File: src/rtl/disp_pkg.sv
`default_nettype none
// +--------------------------------------------------------------------------+
// | disp_pkg: shared constants, types and helpers for the display scanner.   |
// | Revision: 1.0                                                            |
// +--------------------------------------------------------------------------+
package disp_pkg;

  localparam int SEG_MAX_W = 64;
  localparam logic [SEG_MAX_W-1:0] SEG_OFF = '1;

  localparam int IDX_MAX_W = 8;
  typedef logic [IDX_MAX_W-1:0] digit_idx_t;

  // Keep at least one index bit so a 1-digit build still elaborates.
  function automatic int idx_width(input int digits);
    return (digits < 2) ? 1 : $clog2(digits);
  endfunction

endpackage
`default_nettype wire

File: src/rtl/sseg_slot_timer.sv
`default_nettype none
// +--------------------------------------------------------------------------+
// | sseg_slot_timer: slot counter and digit index with enable/freeze.        |
// | Revision: 1.0                                                            |
// +--------------------------------------------------------------------------+
module sseg_slot_timer
  import disp_pkg::*;
#(
  parameter int DIGITS    = 4,
  parameter int SLOT_LOG2 = 16,
  localparam int IDX_W    = idx_width(DIGITS)
) (
  input  logic                 clk,
  input  logic                 rst,
  input  logic                 en,
  output logic [SLOT_LOG2-1:0] slot_cnt,
  output logic [IDX_W-1:0]     idx,
  output logic                 frame_start
);

  localparam digit_idx_t LAST_IDX = digit_idx_t'(DIGITS - 1);

  logic [SLOT_LOG2-1:0] slot_q, slot_d;
  logic [IDX_W-1:0]     idx_q, idx_d;

  always_comb begin
    slot_d = slot_q;
    idx_d  = idx_q;
    if (en) begin
      slot_d = slot_q + SLOT_LOG2'(1);
      if (&slot_q) begin
        idx_d = (idx_q == LAST_IDX[IDX_W-1:0]) ? '0 : idx_q + IDX_W'(1);
      end
    end
  end

  always_ff @(posedge clk) begin
    if (rst) begin
      slot_q <= '0;
      idx_q  <= '0;
    end else begin
      slot_q <= slot_d;
      idx_q  <= idx_d;
    end
  end

  assign slot_cnt    = slot_q;
  assign idx         = idx_q;
  assign frame_start = en && (slot_q == '0) && (idx_q == '0);

endmodule
`default_nettype wire

File: src/rtl/sseg_scan_ctrl.sv
`default_nettype none
// +--------------------------------------------------------------------------+
// | sseg_scan_ctrl: multiplexed N-digit scanner with PWM, blanking, shadow.  |
// | Revision: 1.0                                                            |
// +--------------------------------------------------------------------------+
module sseg_scan_ctrl
  import disp_pkg::*;
#(
  parameter int DIGITS    = 4,
  parameter int SEG_W     = 8,
  parameter int SLOT_LOG2 = 16,
  parameter int BRIGHT_W  = 4,
  localparam int IDX_W    = idx_width(DIGITS)
) (
  input  logic                    clk,
  input  logic                    rst,
  input  logic                    en,
  input  logic [DIGITS*SEG_W-1:0] din,
  input  logic [DIGITS-1:0]       blank,
  input  logic [BRIGHT_W-1:0]     bright,
  output logic [SEG_W-1:0]        sseg,
  output logic [DIGITS-1:0]       an,
  output logic [IDX_W-1:0]        digit_idx,
  output logic                    frame_tick
);

  logic [SLOT_LOG2-1:0]    slot_cnt;
  logic [IDX_W-1:0]        idx;
  logic                    frame_start;

  logic [DIGITS*SEG_W-1:0] shadow_q, shadow_d;
  logic [DIGITS-1:0]       an_q, an_d;
  logic [SEG_W-1:0]        sseg_q, sseg_d;
  logic                    frame_tick_q;

  logic [BRIGHT_W-1:0]     phase;
  logic                    lit;
  logic                    show;
  logic                    unused_slot_bits;

  sseg_slot_timer #(
    .DIGITS    (DIGITS),
    .SLOT_LOG2 (SLOT_LOG2)
  ) u_timer (
    .clk         (clk),
    .rst         (rst),
    .en          (en),
    .slot_cnt    (slot_cnt),
    .idx         (idx),
    .frame_start (frame_start)
  );

  assign phase            = slot_cnt[SLOT_LOG2-1 -: BRIGHT_W];
  assign unused_slot_bits = ^slot_cnt;
  assign lit              = (&bright) || (phase < bright);
  assign show             = en && lit && !blank[idx];

  // Decode from the next shadow so the capture cycle already shows the new frame.
  assign shadow_d = frame_start ? din : shadow_q;

  always_comb begin
    sseg_d = show ? shadow_d[idx*SEG_W +: SEG_W] : SEG_OFF[SEG_W-1:0];
    an_d   = '1;
    for (int k = 0; k < DIGITS; k++) begin
      if (show && (idx == IDX_W'(k))) begin
        an_d[k] = 1'b0;
      end
    end
  end

  always_ff @(posedge clk) begin
    if (rst) begin
      shadow_q     <= '1;
      an_q         <= '1;
      sseg_q       <= SEG_OFF[SEG_W-1:0];
      frame_tick_q <= 1'b0;
    end else begin
      shadow_q     <= shadow_d;
      an_q         <= an_d;
      sseg_q       <= sseg_d;
      frame_tick_q <= frame_start;
    end
  end

  assign sseg       = sseg_q;
  assign an         = an_q;
  assign digit_idx  = idx;
  assign frame_tick = frame_tick_q;

endmodule
`default_nettype wire

File: config.mk
export PLATFORM = sky130hd
export DESIGN_NAME = sseg_scan_ctrl
export DESIGN_NICKNAME = d
export VERILOG_FILES = /design/src/rtl/disp_pkg.sv /design/src/rtl/sseg_slot_timer.sv /design/src/rtl/sseg_scan_ctrl.sv
export SDC_FILE = /design/constraint.sdc
export NUM_CORES = 1
export LEC_CHECK = 0
export ABC_AREA = 1
export BUFFER_PORTS_ARGS = -buffer_cell sky130_fd_sc_hd__buf_2
export CORE_ASPECT_RATIO = 1.25
export CORE_MARGIN = 4
export CORE_UTILIZATION = 50
export DETAILED_ROUTE_END_ITERATION = 16
export GPL_ROUTABILITY_DRIVEN = 1
export PLACE_DENSITY = 0.75
export SETUP_SLACK_MARGIN = 0.05
export SLEW_MARGIN = 20
export SYNTH_ARGS = -nofsm -noshare
export SYNTH_HDL_FRONTEND = slang
export SYNTH_SLANG_ARGS = --single-unit
File: constraint.sdc
create_clock -name clk -period 1.87 [get_ports clk]
set_clock_uncertainty 0.2 [all_clocks]
set_input_delay 0.374 -clock clk [delete_from_list [all_inputs] [get_ports clk]]
set_output_delay 0.374 -clock clk [all_outputs]
set_load 0.05 [all_outputs]
### Word level (Yosys, flattened, before mapping)

Index checks and enable logic that the tools add are counted.

* $lt $le $gt $ge: 2
* bitwise operators: 1
* div/mod/pow operators: 0
* eq/ne operators: 3
* reduce and logical (&&, ||, !) cells: 15
* muxes and demuxes: 8
* shifts and indexed selects: 1
* $mul: 0
* add/sub/neg operators: 2

Operators with widths (count)
* two-way mux 32 bit: 1
* variable part select 32 x 6 -> 8 bit: 1
* AND reduction 17 bit: 1
* adder 16 x 1 -> 16 bit (second input constant): 1
* logical NOT 16 bit: 1
* logical AND 1 bit: 8
* two-way mux 1 bit: 5
* == test 2 bit (second input constant): 2
* < comparator 4 bit: 1
* AND reduction 4 bit: 1
* < comparator 2 x 3 -> 1 bit (second input constant): 1
* adder 2 x 1 -> 2 bit (second input constant): 1
* binary-select mux 1 bit (select 2 bit): 1
* == test 2 x 1 -> 1 bit (second input constant): 1
* logical NOT 2 bit: 1
* two-way mux 2 bit: 1
* OR reduction 2 bit: 1
* logical NOT 1 bit: 1
* logical OR 1 bit: 1
* NOT 1 bit: 1

* memory bits (writable): 0
* bits of input ports: 43
* output and inout bits: 15
* memory bits (read-only): 0
* memories kept: 0
* word-level logic and storage cells: 38
* latch bits: 0
* register bits after elaboration: 63

### Longest topological paths before layout

Gate-level depths: netlist of the first run.

* depth in word-level cells: 6
* depth in mapped cells: 13
* gate-level depth less buffers: 10

### Modules after synthesis

A second synthesis of the first run with hierarchy kept.

* cells, all modules: 444
* area, all modules: 3054.2 um2

Modules (own cells, without submodules)
* sseg_scan_ctrl: seq. area each 900.9 um2, cells an instance 304, area each 2072.0 um2, instances 1
* sseg_slot_timer: seq. area each 360.3 um2, cells an instance 140, area each 982.2 um2, instances 1

### Worst setup path after synthesis of the first run

Ideal clock, no wire load.

* path kind: reg-to-reg
* from: register u_timer.idx_q[0] (netlist: u_timer.idx[0])
* to: register sseg_q[7] (netlist: sseg[7])
* required time: 1.550 ns
* period minus slack after synthesis: 2.362 ns
* setup time: 0.120 ns
* arrival: 2.043 ns
* cell stages (with the launch flop): 14
* buffers on the path: 3
* slack: -0.492 ns
* cell sequence: dfxtp_1 > inv_1 > clkbuf_8 > clkbuf_8 > ha_1 > nand3_2 > nor2_8 > nand3_4 > buf_6 > nand2_2 > nand3_1 > nand3_1 > nand2_1 > nand2_1

* word-level cells in the longest chain between the ends: 6
* elaborated cells on any way between the ends: 10
* classes of those cells: shift: 1; mux: 3; bitwise: 1; reduce/logical: 5

Ends and longest elaborated chain
* start, declared: line sseg_slot_timer.sv:24 `logic [IDX_W-1:0] idx_q, idx_d;`
* start signal, assigned: line sseg_slot_timer.sv:43 `idx_q <= idx_d;`
* branches (longest 6 deep; another with two-way mux 32 bit)
* end signal, assigned: line sseg_scan_ctrl.sv:75 `sseg_q <= SEG_OFF[SEG_W-1:0];`
* end signal, assigned: line sseg_scan_ctrl.sv:80 `sseg_q <= sseg_d;`
* end, declared: line sseg_scan_ctrl.sv:33 `logic [SEG_W-1:0] sseg_q, sseg_d;`

Several ways; the timed one is not identified. The select of a mux whose other input is x is not followed.
A chain may end at the register's enable or synchronous reset.

### Worst setup path in the final report of the first run

* from: register u_timer.slot_q[1] (netlist: u_timer.slot_cnt[1])
* to: register sseg_q[6] (netlist: sseg[6])

* word-level cells in the longest chain between the ends: 5

Ends and longest elaborated chain
* start, declared: line sseg_slot_timer.sv:23 `logic [SLOT_LOG2-1:0] slot_q, slot_d;`
* start signal, assigned: line sseg_slot_timer.sv:42 `slot_q <= slot_d;`
* logical NOT 16 bit: line sseg_slot_timer.sv:49 `assign frame_start = en && (slot_q == '0) && (idx_q == '0);`
* logical AND 1 bit (2 in series): line sseg_slot_timer.sv:49
* two-way mux 32 bit: line sseg_scan_ctrl.sv:59 `assign shadow_d = frame_start ? din : shadow_q;`
* variable part select 32 x 6 -> 8 bit: line sseg_scan_ctrl.sv:62 `sseg_d = show ? shadow_d[idx*SEG_W +: SEG_W] : SEG_OFF[SEG_W-1:0];`

No other way between the ends.

==> results by group, run 1 <==
Status
  – Status: finished, final reports clean

Cells and area
  – FILL cells: 558
  – Commonest non-fill, non-tap cell in the layout: nand2_1
  – Layout cells sized above 1: 0.334
  – Diodes inserted: 0
  – Most frequent cells in the layout: 106 x nand2_1, 65 x inv_1, 58 x nand3_1
  – Reg area: 0.00128 mm²
  – Layout area overhead: 28.7%
  – Post-layout nets: 595
  – Multi-input gate area: 0.00178 mm²

Synthesis
  – Post-synth EDFFs: 0
  – Syn Nets: 519
  – FFs w/ async S/R, synth: 0
  – Synth Flop Type: dfxtp_1
  – Synth Warn #: 0
  – Seq/Total Area, Yosys: 0.380
  – Mean Syn Cell Area: 7.11 µm²
  – Synth area leader: dfxtp_1
  – Mapped Cells: 467
  – Synth area leaders: dfxtp_1 38%, nand2_1 14%, nand3_1 11%
  – Mapped Area: 0.00332 mm²
  – #FFs+latches synth: 63
  – Yosys cell types: 30
  – Yosys top cell area share: 0.380

Route
  – Drt pass-1 iters: 5
  – 1st-iter DRT viols: 225
  – Avg WL per Cell: 13.8 µm
  – ANT nets after route: 0
  – Via/cell ratio: 5.14
  – DRC viols: 0
  – Total wire length: 8.72 mm
  – Via count: 3255

Timing
  – Max Freq: 0.543 GHz
  – Measured slew at the worst slew-check pin: 0.285 ns
  – Setup TNS: 0 ns
  – Post-layout minimum cycle time: 1.84 ns
  – Slew Limit Headroom: 0.808
  – RSZ-0062 raised after global routing: yes
  – Hold Vio Cnt, Final: 0
  – Final count of negative-setup-slack endpoints: 0
  – Slew Limit Fails: 0
  – Final worst path period share: 0.986

Global routing
  – Gr usage total: 0.218
  – Gr ovfl total: 0
  – Pin count of the biggest net entering global routing: 46
  – Vias in the first global route: 3117
  – Global-route wire length before repair: 13.6 mm
  – Initial antenna violation count: 0

Worst setup path
  – Worst setup path start: u_timer.slot_cnt[1]
  – Kind of critical path: register to register
  – Req. time, crit path: 1.97 ns
  – Worst EP arrival: 1.95 ns
  – Worst Setup End Kind: register
  – Crit path launch type: register
  – Worst reg2reg startpoint: u_timer.slot_cnt[1]
  – Worst-path fanout max: 6

Pwr
  – Peak VDD IR: 0.436 mV
  – Total power: 0.00314 W
  – Lkg Pwr: 2.31 nW
  – Pwr Density: 734 mW/mm²

Placed design
  – I/O Buffers: 57
  – DP HPWL: 5.76 mm
  – Gpl congestion: 0.837

Floorplanning
  – Ports: 58
  – Die W: 80.9 µm
  – Starting Density: 0.525
  – Core area: 0.00633 mm²
  – Site row count: 32
  – Die Footprint: 0.00802 mm²
  – Die Ht: 99.1 µm

Worst hold path
  – HP Class: primary input to register
  – Hold Startpoint: rst

Clock tree
  – CTS max path bufs: 2
  – TritonCTS Sinks: 63
  – TritonCTS clock tree: built
  – Post-CTS Hold Fix Bufs: 0
  – Num CTS Buffers: 9
  – H-tree depth: 3
  – Reg clk slew, reported paths: 0.07 ns
  – Root Buffer: clkbuf_8
  – Clock Latency Late Sink: 0.36 ns

Flow run
  – Max cap viols: 0
-- through the flow --
| stage | instances | area (µm²) | hold WS, ns | utilization | setup slack (ns) |
|---|---|---|---|---|---|
| 2_1_floorplan | 467 | 3390 | 0.255 | - | -0.0471 |
| 3_3_place_gp | 609 | 3790 | 0.277 | 0.599 | 0.0338 |
| 3_5_place_dp | 609 | 3790 | 0.283 | 0.599 | 0.00296 |
| 4_1_cts | 625 | 3980 | 0.114 | 0.629 | 0.0525 |
| 5_1_grt | 633 | 4270 | 0.118 | 0.675 | -0.0572 |
| 6_report | 633 | 4270 | 0.109 | 0.675 | 0.0269 |
-- timing repair --
item | in CTS | in global routing
pin swaps | 0 | 26
gates resized for setup | 1 | 52
setup endpoints to repair | 1 | 18
setup buffers | 0 | 5
cloned | 0 | 3
-- kinds of logic (layout without fill, tap and decap cells) --
logic type                 after synthesis  in the layout  share of synthesized area
buffers and inverters                   95            176                      0.138
adders and majority gates                9              9                     0.0339
xor gates and xnor gates                 1              1                    0.00264
and+or+nand+nor                        269            269                      0.397
DFF                                     63             63                      0.380
AOI/OAI and AO/OA                       30             30                     0.0482
-- layer usage --
metal	part of all wire	track usage
met1	0.38	0.240
met2	0.53	0.392
met3	0.057	0.0426
met4	0.033	0.104
met5	0	0
-- layout make-up --
| class | instances | area share |
|---|---|---|
| Clock inverter | 4 | 0.0105 |
| Tap cell | 85 | 0.0249 |
| Clock buffer | 12 | 0.0340 |
| Timing Repair Buffer | 86 | 0.149 |
| Inverter | 74 | 0.0668 |
| Multi-Input combinational cell | 309 | 0.416 |
| Sequential cell | 63 | 0.299 |
-- critical path: stages (launching register included) --
cell and delay [ns]:
dfxtp_4 0.37, inv_4 0.07, ha_4 0.13, nand3_4 0.09
nor2_8 0.16, nand3_4 0.20, buf_12 0.21, nand2_2 0.06
nand3_1 0.10, nand3_2 0.09, nand2_1 0.06, nand2_1 0.05
-- where the power goes --
| group | internal, W | switching, W | leakage (nW) |
|---|---|---|---|
| registers | 0.00139 | 0.0000209 | 0.518 |
| clock network | 0.000646 | 0.000534 | 0.100 |
| logic | 0.000238 | 0.000306 | 1.69 |
-- path summary, 6_finish.rpt --
path              cells past startpoint                    to  slack [ns]
setup / recovery                     11               sseg[6]        0.03
hold / removal                        2  u_timer.slot_cnt[13]        0.11
setup reg to reg                     11               sseg[6]        0.03
hold reg to reg                       2   u_timer.slot_cnt[8]        0.30
-- state kept, by name (all words and copies together) (netlist names) --
signal and flops:
u_timer.idx 2, u_timer.slot_cnt 16, an 4, sseg 8, shadow_q 32, frame_tick 1
-- Yosys cell counts, drive strengths merged (3+ instances only) --
cell,instances
nand2,139
inv,74
nand3,74
dfxtp,63
nor2,29
nand3b,16
a21oi,15
buf,12
o21ai,10
clkbuf,9
ha,9
nor3,6
nand4,3
Note: power is estimated with default switching activity, not from simulation.
==> run 2, diff against run 1 <==
--- a/config.mk
+++ b/config.mk
@@ -5,7 +5,6 @@
 export SDC_FILE = /design/constraint.sdc
 export NUM_CORES = 1
 export LEC_CHECK = 0
-export ABC_AREA = 1
 export BUFFER_PORTS_ARGS = -buffer_cell sky130_fd_sc_hd__buf_2
 export CORE_ASPECT_RATIO = 1.25
 export CORE_MARGIN = 4
==> results by group, run 2 <==
Synthesis
  – Most common cell in the netlist: dfxtp_1
  – Mapped Cells: 360
  – Post-synth top cells: 63 x dfxtp_1, 48 x nor2_1, 35 x and3_1
  – Synth area leaders: dfxtp_1 38%, a211o_1 8.5%, and3_1 6.6%
  – Syn Nets: 412
  – #FFs+latches synth: 63
  – Post-synth EDFFs: 0
  – Synth Flop Type: dfxtp_1
  – Mean Syn Cell Area: 9.19 µm²
  – Yosys cell types: 39
  – Yosys top cell area share: 0.381
  – Mapped Area: 0.00331 mm²
  – Synth area leader: dfxtp_1
  – Seq/Total Area, Yosys: 0.381
  – FFs w/ async S/R, synth: 0
  – Synth Warn #: 0

Timing
  – Slew Limit Fails: 0
  – Max Freq: 0.411 GHz
  – RSZ-0062 raised after global routing: yes
  – Slew Limit Headroom: 0.750
  – Final worst path period share: 1.30
  – Measured slew at the worst slew-check pin: 0.371 ns
  – Hold Vio Cnt, Final: 0
  – Final count of negative-setup-slack endpoints: 41
  – Final worst-path setup slack: -0.565 ns
  – Post-layout minimum cycle time: 2.43 ns
  – Setup TNS: -16.96 ns

Route
  – ANT nets after route: 0
  – Avg WL per Cell: 18.6 µm
  – DRC viols: 0
  – Via count: 3184
  – Total wire length: 10.1 mm
  – 1st-iter DRT viols: 244
  – Via/cell ratio: 5.86
  – Drt pass-1 iters: 4

Clock tree
  – TritonCTS clock tree: built
  – CTS max path bufs: 2
  – Root Buffer: clkbuf_8
  – TritonCTS Sinks: 63
  – Clock Latency Late Sink: 0.35 ns
  – H-tree depth: 3
  – Num CTS Buffers: 9
  – Post-CTS Hold Fix Bufs: 0
  – Reg clk slew, reported paths: 0.07 ns

Placed design
  – DP Area: 0.00392 mm²
  – Gpl congestion: 0.765
  – I/O Buffers: 57
  – DP HPWL: 5.50 mm
  – Place WS: -0.551 ns

Global routing
  – Met3 GRT Util: 0.0393
  – Met1 Track Usage GR: 0.330
  – GR Util met2: 0.405
  – Global-route wire length before repair: 15.5 mm
  – Gr ovfl total: 0
  – Vias in the first global route: 3138
  – Initial antenna violation count: 0
  – Gr usage total: 0.251
  – Layer with the highest usage: met2
  – Pin count of the biggest net entering global routing: 33

Floorplanning
  – Site row count: 32
  – Die Footprint: 0.00799 mm²
  – Ports: 58
  – Starting Density: 0.526
  – Die W: 80.8 µm
  – Die Ht: 98.9 µm
  – Core area: 0.00629 mm²

Status
  – Status: finished, violations left
  – Failing checks: setup timing

Pwr
  – Pwr Density: 740 mW/mm²
  – Lkg Pwr: 1.99 nW
  – Peak VDD IR: 0.561 mV

Cells and area
  – Max reg flops: 32
  – Layout cells sized above 1: 0.389
  – Commonest non-fill, non-tap cell in the layout: dfxtp_1
  – Post-layout nets: 505
  – Layout area overhead: 39.7%
  – Largest register by flop count: shadow_q
  – Diodes inserted: 0
  – Most frequent cells in the layout: 57 x dfxtp_1, 56 x buf_2, 47 x nor2_1
  – FILL cells: 456
  – Fin area: 0.00462 mm²

Worst setup path
  – Req. time, crit path: 1.89 ns
  – Worst-path fanout max: 13
  – Worst Setup End Kind: register
  – Worst EP arrival: 2.45 ns
  – Kind of critical path: register to register
  – Crit path launch type: register

Flow run
  – Max cap viols: 0

Worst hold path
  – HP Class: primary input to register
==> run 2: changes by cell type in the layout (fill, tap and decap cells not counted), moves of 27 or more <==
cell / before / now
inv_1: 65 / 6
and3_1: 0 / 29
nand2_2: 31 / 4
nand3_1: 58 / 6
nor2_1: 15 / 47
a211o_1: 0 / 32
nand2_1: 106 / 4
==> run 2: layer usage <==
metal  vias to the layer above  share of wire
met3                        23          0.068
li1                       1519              -
met1                      1528           0.41
met2                       114           0.49
met4                         0          0.026
met5                         -              0
==> run 2: logic make-up (layout without fill, tap and decap cells) <==
kind of cell               after synthesis  in the layout  share of synthesized area
xor gates and xnor gates                13             13                     0.0344
and+or+nand+nor                        142            142                      0.244
muxes                                   34             34                      0.113
buffers and inverters                   39            137                     0.0480
AOI/OAI and AO/OA                       60             60                      0.146
DFF                                     63             63                      0.381
adders and majority gates                9              9                     0.0340
==> run 2: final timing paths <==
kind                                           from           end  slack (ns)  cells past startpoint
worst max-delay path            u_timer.slot_cnt[1]       sseg[7]       -0.56                      7
worst min-delay path                        din[26]  shadow_q[26]        0.15                      3
worst max register to register  u_timer.slot_cnt[1]       sseg[7]       -0.56                      7
worst min register to register          shadow_q[4]   shadow_q[4]        0.27                      1
==> run 2: power breakdown <==
part	internal, W	switching, W	total, W
registers	0.00143	0.0000518	0.00148
logic	0.000312	0.000304	0.000616
clock network	0.000784	0.000541	0.00132
total	0.00252	0.000897	0.00342
==> run 2: repair_timing <==
item                       in CTS  in global routing
gates resized for setup        40                 20
gates cloned                    6                  3
buffers inserted                8                  4
pin swaps                       5                 13
setup endpoints to repair      48                 48
==> run 2: area by class of cell <==
class	instances	area, µm²	share of cell area
Timing Repair Buffer	113	977	0.211
Clock inverter	4	70.1	0.0152
Tap cell	85	106	0.0230
Clock buffer	12	145	0.0314
Inverter	8	35.0	0.00758
Sequential cell	63	1270	0.276
Multi-Input combinational cell	258	2010	0.436
==> run 2: critical path: stages, from the launching register on <==
cell	delay (ns)
dfxtp_1	0.32
inv_1	0.06
ha_1	0.12
or4b_4	0.45
or4_4	0.54
buf_12	0.18
o31a_1	0.24
nand4bb_1	0.20
==> run 2: metrics by stage <==
step / hold slack [ns] / power [W] / std cells / utilization
final: 0.151 / 0.00342 / 543 / 0.735
after global routing: 0.162 / 0.00354 / 543 / 0.735
after CTS: 0.149 / 0.00338 / 538 / 0.717
after detailed placement: 0.253 / 0.00197 / 508 / 0.624
after global placement: 0.244 / 0.00195 / 508 / 0.624
after floorplan: 0.235 / 0.00185 / 360 / -
==> run 3, diff against run 2 <==
--- a/config.mk
+++ b/config.mk
@@ -11,8 +11,9 @@
 export CORE_UTILIZATION = 50
 export DETAILED_ROUTE_END_ITERATION = 16
 export GPL_ROUTABILITY_DRIVEN = 1
-export PLACE_DENSITY = 0.75
+export PLACE_DENSITY = 0.81
 export SETUP_SLACK_MARGIN = 0.05
+export SKIP_CTS_REPAIR_TIMING = 1
 export SLEW_MARGIN = 20
 export SYNTH_ARGS = -nofsm -noshare
 export SYNTH_HDL_FRONTEND = slang
==> results by group, run 3 (synthesized netlist as in run 2, its figures left out) <==
Placed design
  – Gpl congestion: 0.805
  – DP HPWL: 5.69 mm
  – I/O Buffers: 57

Clock tree
  – CTS max path bufs: 2
  – Num CTS Buffers: 9
  – Clock Latency Late Sink: 0.35 ns
  – TritonCTS clock tree: built
  – H-tree depth: 3
  – Reg clk slew, reported paths: 0.08 ns
  – TritonCTS Sinks: 63
  – Root Buffer: clkbuf_8

Cells and area
  – Largest register by flop count: shadow_q
  – Final Util: 0.724
  – Layout area overhead: 37.5%
  – Layout cells sized above 1: 0.387
  – Diodes inserted: 0
  – Most frequent cells in the layout: 57 x dfxtp_1, 55 x buf_2, 47 x nor2_1
  – Post-layout nets: 504
  – Max reg flops: 32
  – Commonest non-fill, non-tap cell in the layout: dfxtp_1

Worst setup path
  – R2r setup slk: -0.59 ns
  – Reg2reg path depth: 7
  – Worst EP arrival: 2.48 ns
  – Worst-path fanout max: 6
  – Crit path capture: sseg[1]
  – Worst Setup End Kind: register
  – Capturing point of the worst reg2reg path: sseg[1]
  – Crit path launch type: register
  – Kind of critical path: register to register
  – Worst reg2reg startpoint: u_timer.slot_cnt[0]
  – Req. time, crit path: 1.89 ns
  – Worst setup path start: u_timer.slot_cnt[0]

Floorplanning
  – Starting Density: 0.526
  – Site row count: 32
  – Core area: 0.00629 mm²
  – Die Ht: 98.9 µm
  – Die W: 80.8 µm
  – Ports: 58
  – Die Footprint: 0.00799 mm²

Timing
  – Final worst path period share: 1.32
  – Max Freq: 0.406 GHz
  – Measured slew at the worst slew-check pin: 0.554 ns
  – Post-layout minimum cycle time: 2.46 ns
  – Final count of negative-setup-slack endpoints: 47
  – Slew Limit Fails: 0
  – Final worst-path setup slack: -0.593 ns
  – RSZ-0062 raised after global routing: yes
  – Slew Limit Headroom: 0.631
  – Hold Vio Cnt, Final: 0
  – Setup TNS: -15.50 ns

Route
  – ANT nets after route: 0
  – Total wire length: 9.95 mm
  – Drt pass-1 iters: 5
  – Avg WL per Cell: 18.4 µm
  – Via/cell ratio: 5.93
  – DRC viols: 0
  – Via count: 3213
  – 1st-iter DRT viols: 270

Worst hold path
  – HP Class: primary input to register

Status
  – Status: finished, violations left
  – Failing checks: setup timing

Pwr
  – Lkg Pwr: 1.96 nW
  – Peak VDD IR: 0.413 mV
  – Pwr Density: 709 mW/mm²

Flow run
  – Max cap viols: 0

Global routing
  – Vias in the first global route: 2964
  – Gr ovfl total: 0
  – Initial antenna violation count: 0
  – Gr usage total: 0.217
  – Pin count of the biggest net entering global routing: 52
  – Global-route wire length before repair: 13.8 mm
==> run 3: worst min-delay path by stage <==
| stage | cells past startpoint | start | end | slack, ns |
|---|---|---|---|---|
| 2_1_floorplan | 1 | shadow_q[16] | shadow_q[16] | 0.23 |
| 3_3_place_gp | 1 | shadow_q[17] | shadow_q[17] | 0.24 |
| 3_5_place_dp | 1 | shadow_q[16] | shadow_q[16] | 0.25 |
| 4_1_cts | 3 | din[28] | shadow_q[28] | 0.14 |
| 5_1_grt | 3 | din[24] | shadow_q[24] | 0.15 |
| 6_report | 3 | din[28] | shadow_q[28] | 0.14 |
==> run 3: layout make-up <==
type / count / area [µm²]
clock buffer: 10 / 149
clock inverter: 6 / 43.8
fill: 423 / 1740
inverter: 8 / 35.0
multi-input combinational: 258 / 2000
sequential: 63 / 1270
tap: 85 / 106
timing repair buffer: 112 / 943
==> run 3: routing by layer <==
layer / GRT usage / vias up / routed length (µm)
met5: 0 / - / 0
met4: 0.0923 / 0 / 342
met3: 0.0494 / 29 / 582
met2: 0.334 / 124 / 4820
met1: 0.290 / 1549 / 4210
li1: - / 1511 / -
==> run 3: critical path, cell delays in order, from the launching register on <==
cell	delay (ns)
dfxtp_2	0.32
inv_2	0.06
ha_4	0.11
or4b_4	0.45
or4_4	0.56
clkbuf_16	0.19
o31ai_1	0.26
nand4bb_1	0.17
==> run 3: metrics by stage <==
step	instance area [µm²]	power (W)	cells	hold WS, ns	worst slack [ns]
after floorplan	3460	0.00185	360	0.235	-0.819
after global placement	3930	0.00195	507	0.243	-0.495
after detailed placement	3930	0.00198	507	0.253	-0.577
after CTS	4120	0.00309	523	0.143	-0.576
after global routing	4550	0.00335	542	0.154	-0.619
final	4550	0.00322	542	0.144	-0.593
==> run 3: power breakdown <==
part	internal (W)	switching, W	leakage, nW
clock	0.000560	0.000580	0.0856
combinational	0.000305	0.000301	1.35
sequential	0.00143	0.0000492	0.521
total	0.00229	0.000929	1.96
